==> src/rtl/sha1_wb_pkg.sv <==
// sha1_wb_pkg: register map, SHA1 responder constants and job FSM types
package sha1_wb_pkg;
  localparam logic [31:0] REG_GET_NR     = 32'h00;
  localparam logic [31:0] REG_GET_ID     = 32'h04;
  localparam logic [31:0] REG_MSG_IN     = 32'h08;
  localparam logic [31:0] REG_MSG_IN_IDX = 32'h0C;
  localparam logic [31:0] REG_OPS        = 32'h10;
  localparam logic [31:0] REG_DIGEST     = 32'h14;
  localparam logic [31:0] SHA1_ID        = 32'h53484131;
  localparam int OPS_ON    = 0;
  localparam int OPS_RESET = 1;
  localparam int OPS_PANIC = 2;
  localparam int OPS_DONE  = 3;
  typedef enum logic [2:0] {
    ERR_NONE         = 3'd0,
    ERR_ACK_TIMEOUT  = 3'd1,
    ERR_POLL_TIMEOUT = 3'd2,
    ERR_PANIC        = 3'd3,
    ERR_BAD_ID       = 3'd4
  } err_code_e;
  typedef enum logic [2:0] {
    S_IDLE, S_CHK_ID, S_ARM, S_MSG, S_POLL, S_DIG, S_FIN
  } state_e;
endpackage

==> src/rtl/sha1_wb_master_port.sv <==
// wb_master_port: one Wishbone transaction per req pulse, with ack timeout and a post-ack idle gap
module wb_master_port #(
  parameter int ACK_TIMEOUT = 16
) (
  input  logic        wb_clk_i,
  input  logic        reset,
  input  logic        i_req,
  input  logic        i_we,
  input  logic [31:0] i_adr,
  input  logic [31:0] i_dat,
  output logic        o_rsp_valid,
  output logic [31:0] o_rsp_data,
  output logic        o_timeout,
  output logic        o_cyc,
  output logic        o_stb,
  output logic        o_we,
  output logic [3:0]  o_sel,
  output logic [31:0] o_adr,
  output logic [31:0] o_dat,
  input  logic        i_wb_ack,
  input  logic [31:0] i_wb_dat
);
  localparam int TW = $clog2(ACK_TIMEOUT + 1);
  logic [TW-1:0] r_cnt;
  logic          r_gap;
  always_ff @(posedge wb_clk_i) begin
    o_rsp_valid <= 1'b0;
    o_timeout   <= 1'b0;
    r_gap       <= 1'b0;
    if (reset) begin
      {o_cyc, o_stb, o_we} <= '0;
      o_sel      <= '0;
      o_adr      <= '0;
      o_dat      <= '0;
      o_rsp_data <= '0;
      r_cnt      <= '0;
    end else if (o_cyc) begin
      if (i_wb_ack || r_cnt == TW'(ACK_TIMEOUT - 1)) begin
        {o_cyc, o_stb, o_we} <= '0;
        o_sel       <= '0;
        o_adr       <= '0;
        o_dat       <= '0;
        r_gap       <= 1'b1;
        o_rsp_valid <= i_wb_ack;
        o_timeout   <= !i_wb_ack;
        o_rsp_data  <= i_wb_ack ? i_wb_dat : o_rsp_data;
      end else
        r_cnt <= r_cnt + 1'b1;
    end else if (i_req && !r_gap) begin
      {o_cyc, o_stb} <= 2'b11;
      o_we  <= i_we;
      o_sel <= 4'hF;
      o_adr <= i_adr;
      o_dat <= i_we ? i_dat : '0;
      r_cnt <= '0;
    end
  end
endmodule

==> src/rtl/sha1_wb_master.sv <==
// sha1_wb_master: Wishbone initiator running one full SHA1 job (ID, arm, 16 words, poll, digest) per start
module sha1_wb_master
  import sha1_wb_pkg::*;
#(
  parameter logic [31:0] BASE_ADDRESS = 32'h30000024,
  parameter int          ACK_TIMEOUT  = 16,
  parameter int          POLL_LIMIT   = 1024
) (
  input  logic         wb_clk_i,
  input  logic         reset,
  input  logic         start,
  input  logic [511:0] msg_i,
  output logic         busy,
  output logic         done,
  output logic         error,
  output logic [2:0]   err_code,
  output logic [159:0] digest_o,
  output logic         wbm_cyc_o,
  output logic         wbm_stb_o,
  output logic         wbm_we_o,
  output logic [3:0]   wbm_sel_o,
  output logic [31:0]  wbm_adr_o,
  output logic [31:0]  wbm_dat_o,
  input  logic         wbm_ack_i,
  input  logic [31:0]  wbm_dat_i
);
  localparam int PW = $clog2(POLL_LIMIT + 1);
  state_e        r_state;
  err_code_e     r_err;
  logic [511:0]  r_msg;
  logic [3:0]    r_idx;
  logic [PW-1:0] r_poll;
  logic          r_req;
  logic          w_we;
  logic [31:0]   w_off;
  logic [31:0]   w_dat;
  logic          w_rsp_valid;
  logic          w_timeout;
  logic [31:0]   w_rsp_data;
  assign err_code = r_err;
  // Request fields follow the state, so they are settled when the port launches a cycle after r_req
  always_comb begin
    w_we  = r_state == S_ARM || r_state == S_MSG;
    w_off = r_state == S_CHK_ID ? REG_GET_ID :
            (r_state == S_ARM || r_state == S_POLL) ? REG_OPS :
            r_state == S_MSG ? REG_MSG_IN : REG_DIGEST;
    w_dat = r_state == S_ARM ? 32'h1 : r_state == S_MSG ? r_msg[{r_idx, 5'b0} +: 32] : '0;
  end
  wb_master_port #(.ACK_TIMEOUT(ACK_TIMEOUT)) u_port (
    .wb_clk_i    (wb_clk_i),
    .reset       (reset),
    .i_req       (r_req),
    .i_we        (w_we),
    .i_adr       (BASE_ADDRESS + w_off),
    .i_dat       (w_dat),
    .o_rsp_valid (w_rsp_valid),
    .o_rsp_data  (w_rsp_data),
    .o_timeout   (w_timeout),
    .o_cyc       (wbm_cyc_o),
    .o_stb       (wbm_stb_o),
    .o_we        (wbm_we_o),
    .o_sel       (wbm_sel_o),
    .o_adr       (wbm_adr_o),
    .o_dat       (wbm_dat_o),
    .i_wb_ack    (wbm_ack_i),
    .i_wb_dat    (wbm_dat_i)
  );
  always_ff @(posedge wb_clk_i) begin
    r_req <= 1'b0;
    if (reset) begin
      r_state  <= S_IDLE;
      r_err    <= ERR_NONE;
      r_msg    <= '0;
      r_idx    <= '0;
      r_poll   <= '0;
      busy     <= 1'b0;
      done     <= 1'b0;
      error    <= 1'b0;
      digest_o <= '0;
    end else if (w_timeout) begin
      {busy, error} <= 2'b01;
      r_err         <= ERR_ACK_TIMEOUT;
      r_state       <= S_IDLE;
    end else begin
      case (r_state)
        S_IDLE: if (start) begin
          r_msg    <= msg_i;
          {busy, done, error} <= 3'b100;
          r_err    <= ERR_NONE;
          digest_o <= '0;
          r_idx    <= '0;
          r_poll   <= '0;
          r_req    <= 1'b1;
          r_state  <= S_CHK_ID;
        end
        S_CHK_ID: if (w_rsp_valid) begin
          if (w_rsp_data != SHA1_ID) begin
            {busy, error} <= 2'b01;
            r_err         <= ERR_BAD_ID;
            r_state       <= S_IDLE;
          end else begin
            r_req   <= 1'b1;
            r_state <= S_ARM;
          end
        end
        S_ARM: if (w_rsp_valid) begin
          r_req   <= 1'b1;
          r_state <= S_MSG;
        end
        S_MSG: if (w_rsp_valid) begin
          r_req   <= 1'b1;
          r_idx   <= r_idx + 1'b1;
          r_state <= r_idx == 4'd15 ? S_POLL : S_MSG;
        end
        S_POLL: if (w_rsp_valid) begin
          if (w_rsp_data[OPS_DONE]) begin
            r_req   <= 1'b1;
            r_idx   <= '0;
            r_state <= S_DIG;
          end else if (w_rsp_data[OPS_PANIC] || r_poll == PW'(POLL_LIMIT - 1)) begin
            {busy, error} <= 2'b01;
            r_err         <= w_rsp_data[OPS_PANIC] ? ERR_PANIC : ERR_POLL_TIMEOUT;
            r_state       <= S_IDLE;
          end else begin
            r_poll <= r_poll + 1'b1;
            r_req  <= 1'b1;
          end
        end
        S_DIG: if (w_rsp_valid) begin
          digest_o[{r_idx[2:0], 5'b0} +: 32] <= w_rsp_data;
          r_idx   <= r_idx + 1'b1;
          r_req   <= r_idx != 4'd4;
          r_state <= r_idx == 4'd4 ? S_FIN : S_DIG;
        end
        S_FIN: begin
          {busy, done} <= 2'b01;
          r_state      <= S_IDLE;
        end
        default: r_state <= S_IDLE;
      endcase
    end
  end
endmodule
==> config.mk <==
export PLATFORM = sky130hd
export DESIGN_NAME = sha1_wb_master
export DESIGN_NICKNAME = d
export VERILOG_FILES = /design/src/rtl/sha1_wb_pkg.sv /design/src/rtl/sha1_wb_master_port.sv /design/src/rtl/sha1_wb_master.sv
export SDC_FILE = /design/constraint.sdc
export NUM_CORES = 2
export LEC_CHECK = 0
export CAP_MARGIN = 20
export CORE_AREA = 2 2 305 307
export CTS_CLUSTER_SIZE = 28
export DETAILED_ROUTE_END_ITERATION = 7
export DIE_AREA = 0 0 307 309
export PLACE_DENSITY = 0.61
export SYNTH_ARGS = -nofsm -noshare
export SYNTH_HDL_FRONTEND = slang
export SYNTH_HIERARCHICAL = 1
export SYNTH_SLANG_ARGS = --single-unit
==> constraint.sdc <==
create_clock -name wb_clk_i -period 5.8 [get_ports wb_clk_i]
set_input_delay 1.16 -clock wb_clk_i [delete_from_list [all_inputs] [get_ports wb_clk_i]]
set_output_delay 1.16 -clock wb_clk_i [all_outputs]
set_load 0.05 [all_outputs]
==> flow_summary.ini <==
[placed_design]
detailed_place_hpwl_um = 87780
dpl.cell_count = 5331
io_buffers = 784
dp_slack_ns = 1.724
gp_congestion = 0.8406

[route]
drc = 0
drtAntennaViolNets = 0
wirelength_um = 124200
wl_per_cell_um = 22.55
vias = 28614
first_iter_violations = 2310
viasPerCell = 5.194
first_pass_iters = 7

[layout]
stdcell_count = 5509
multi_input_area_sq_um = 14790
nNetsFinal = 4796
drive_gt1_frac = 0.08475
area_delta_synth_final_pct = 35.77
fillers = 8834
seqCellArea_sq_um = 16100

[logic_synthesis]
synth_warnings = 6
syn-cell-area_sq_um = 32280
yosys_most_used_dff = dfxtp_1
syn_area_per_cell_sq_um = 8.943
netlist_instances = 3610
yosys-top-cells-count = 1175 x nand2_1, 804 x dfxtp_1, 629 x a21oi_1
ys_seq_area_frac = 0.4985
yosysTopAreaCell = dfxtp_1
synth_most_common_cell = nand2_1
async_flop_share = 0
yosysTopAreaCellShare = 0.4985
synth_edf_count = 0
synth-seq-cells = 804
ys_top_cells_by_area = dfxtp_1 50%, nand2_1 14%, mux4_2 11%
synth.distinct_cells = 71

[global_routing]
gr-total-overflow = 0
antenna_found_initial = 43
grt_pass1_vias = 27078
grt_pass1_wl_um = 179400
grt_start_max_net_pins = 201
grt_util_all_layers = 0.2521

[clock_network]
ctsHoldBuffers = 0
clock-sinks = 804
post_cts_buffers = 0
clk-insertion-delay-late_ns = 0.66
cts_resized = 0
clk_pin_slew_ns = 0.06
clk_path_buf_depth = 3
cts_root_buffer = clkbuf_16
htree_levels = 3
cts-buffers-inserted = 90
cts_tree = yes

[floorplan]
rows = 111
die_h_um = 309
die_w_um = 307
boundaryPins = 785
core-area_sq_um = 91390
dieArea_sq_um = 94860
initial_core_util = 0.3533

[critical_path]
max_stage_delay_ns = 0.70
slowest_stage = mux4_2
rr_endpoint = u_port/o_dat[31]$_SDFFE_PP0P_
rr_startpoint = r_idx[0]$_SDFFE_PP0P_
rrSetupSlack_ns = 2.54
cp.arrival_ns = 3.81
r2r_cells = 5
critical_path_class = reg2reg
crit_fanout = 97
crit_path_end_kind = flop
crit_path_frequent_cell = mux4_2
cp_cell_sequence = buf_12, mux4_2, mux4_2, nor2b_1, a22o_1
crit_required_ns = 6.35
start_kind = flop

[timing]
fin_skew_ns = 0.02997
post-route-period-util = 0.5619
setup_viol = 0
max_freq_mhz = 306.9
holdWs_ns = 0.4485
maxSlewViolCount = 0
worstMarginPinSlew_ns = 1.215
grt_setup_unrepaired = no
hold_viol_final = 0
finalSetupTns_ns = 0
min_period_ns = 3.259
timing.slew.headroom = 0.1898
postLayoutSetupSlackWorst_ns = 2.541

[pwr]
p_per_area_nw_per_um2 = 304.6
leakage_uw = 0.01546
peakVddDrop_uv = 203.4
finalPower_uw = 13350

[hold_path]
hold_start = r_msg[197]$_SDFFE_PP0P_
hp-class = reg2reg
min_to = r_msg[197]$_SDFFE_PP0P_
holdPathStages = 2

[job]
drv_cap = 0

[outcome]
status = complete, no violations
## state kept, by name, indices dropped and copies added, names as in the netlist, 3 cells and up
register	count
u_port/o_dat	32
err_code	3
digest_o	160
u_port/o_adr	32
u_port/o_rsp_data	32
u_port/r_cnt	5
r_idx	4
r_poll	11
r_state	3
r_msg	512
## where the power goes
group,switching (uW),total (uW),internal [uW]
combinational,825,1520,691
clock,2410,5880,3460
sequential,154,5960,5800
total,3390,13300,9960
## area by class of cell
class,instances,area share
antenna,16,0.0009135
clock buffer,133,0.05989
clock inverter,28,0.009192
inverter,16,0.001370
multi-input combinational,2505,0.3375
sequential,804,0.3674
tap,1186,0.03385
timing repair buffer,821,0.1899
## per-layer routing
| layer | part of all wire | wire [um] | track usage |
|---|---|---|---|
| met2 | 0.49 | 60380 | 0.4240 |
| met3 | 0.073 | 9074 | 0.06269 |
| met5 | 0.0025 | 307 | 0 |
| met1 | 0.40 | 49960 | 0.3106 |
| met4 | 0.036 | 4522 | 0.09904 |
## kinds of logic (layout without fill, tap and decap cells)
| family | Yosys count | after routing | synth area share |
|---|---|---|---|
| simple gates | 1455 | 1455 | 0.1840 |
| fa+ha+maj | 10 | 10 | 0.003876 |
| buf+inv | 327 | 998 | 0.04821 |
| compound gates | 844 | 844 | 0.1511 |
| mux | 165 | 165 | 0.1132 |
| xor+xnor | 3 | 3 | 0.0008140 |
| flops | 804 | 804 | 0.4985 |
| other cells | 2 | 44 | 0.0002326 |
## per-stage QoR
| stage | util | cell area [sq um] |
|---|---|---|
| global placement | 0.4450 | 40670 |
| CTS | 0.4790 | 43780 |
| detailed placement | 0.4459 | 40750 |
| floorplan | - | 32380 |
| global route | 0.4795 | 43820 |
| finish | 0.4796 | 43830 |
## cell usage in the layout, fill, tap and decap left out, types with 5 or more instances in the layout
cell	Yosys	routed
or3_1	6	6
clkinv_2	0	12
nor2_1	96	96
bufinv_16	0	7
clkbuf_1	165	23
o21ai_0	12	12
nand2_1	1175	1174
nor3_1	9	8
diode_2	0	16
inv_1	14	14
mux4_2	160	160
dfxtp_1	804	801
a22o_1	96	96
conb_1	2	28
a22oi_1	68	68
nor2b_1	36	36
buf_12	0	10
ha_1	10	10
nand2b_1	11	10
clkdlybuf4s50_1	0	783
and2_1	8	7
nand4_1	5	5
nand3_1	73	73
clkbuf_8	0	19
buf_4	13	23
mux2i_1	5	5
a21oi_1	629	628
clkbuf_16	0	91
## worst max-delay path: cells and delay by family, from the launching register on
family	cells	cell delay (ns)
AOI/OAI and AO/OA	1	0.22
and+or+nand+nor	1	0.18
DFF	1	0.63
buffers and inverters	1	0.47
muxes	2	1.22
## how the worst max path moves through the flow
stage,from,end,slack (ns),cells after the start
global placement,start,digest_o[98]$_SDFFE_PP0P_,1.81,6
finish,r_idx[0]$_SDFFE_PP0P_,u_port/o_dat[31]$_SDFFE_PP0P_,2.54,5
detailed placement,wbm_ack_i,u_port/o_dat[12]$_SDFFE_PP0P_,1.72,5
floorplan,r_idx[1]$_SDFFE_PP0P_,digest_o[10]$_SDFFE_PP0P_,3.13,11
CTS,wbm_ack_i,u_port/o_dat[14]$_SDFFE_PP0P_,2.42,5
global route,r_idx[0]$_SDFFE_PP0P_,u_port/o_dat[31]$_SDFFE_PP0P_,2.37,5
Note: power is estimated with default switching activity, not from simulation.
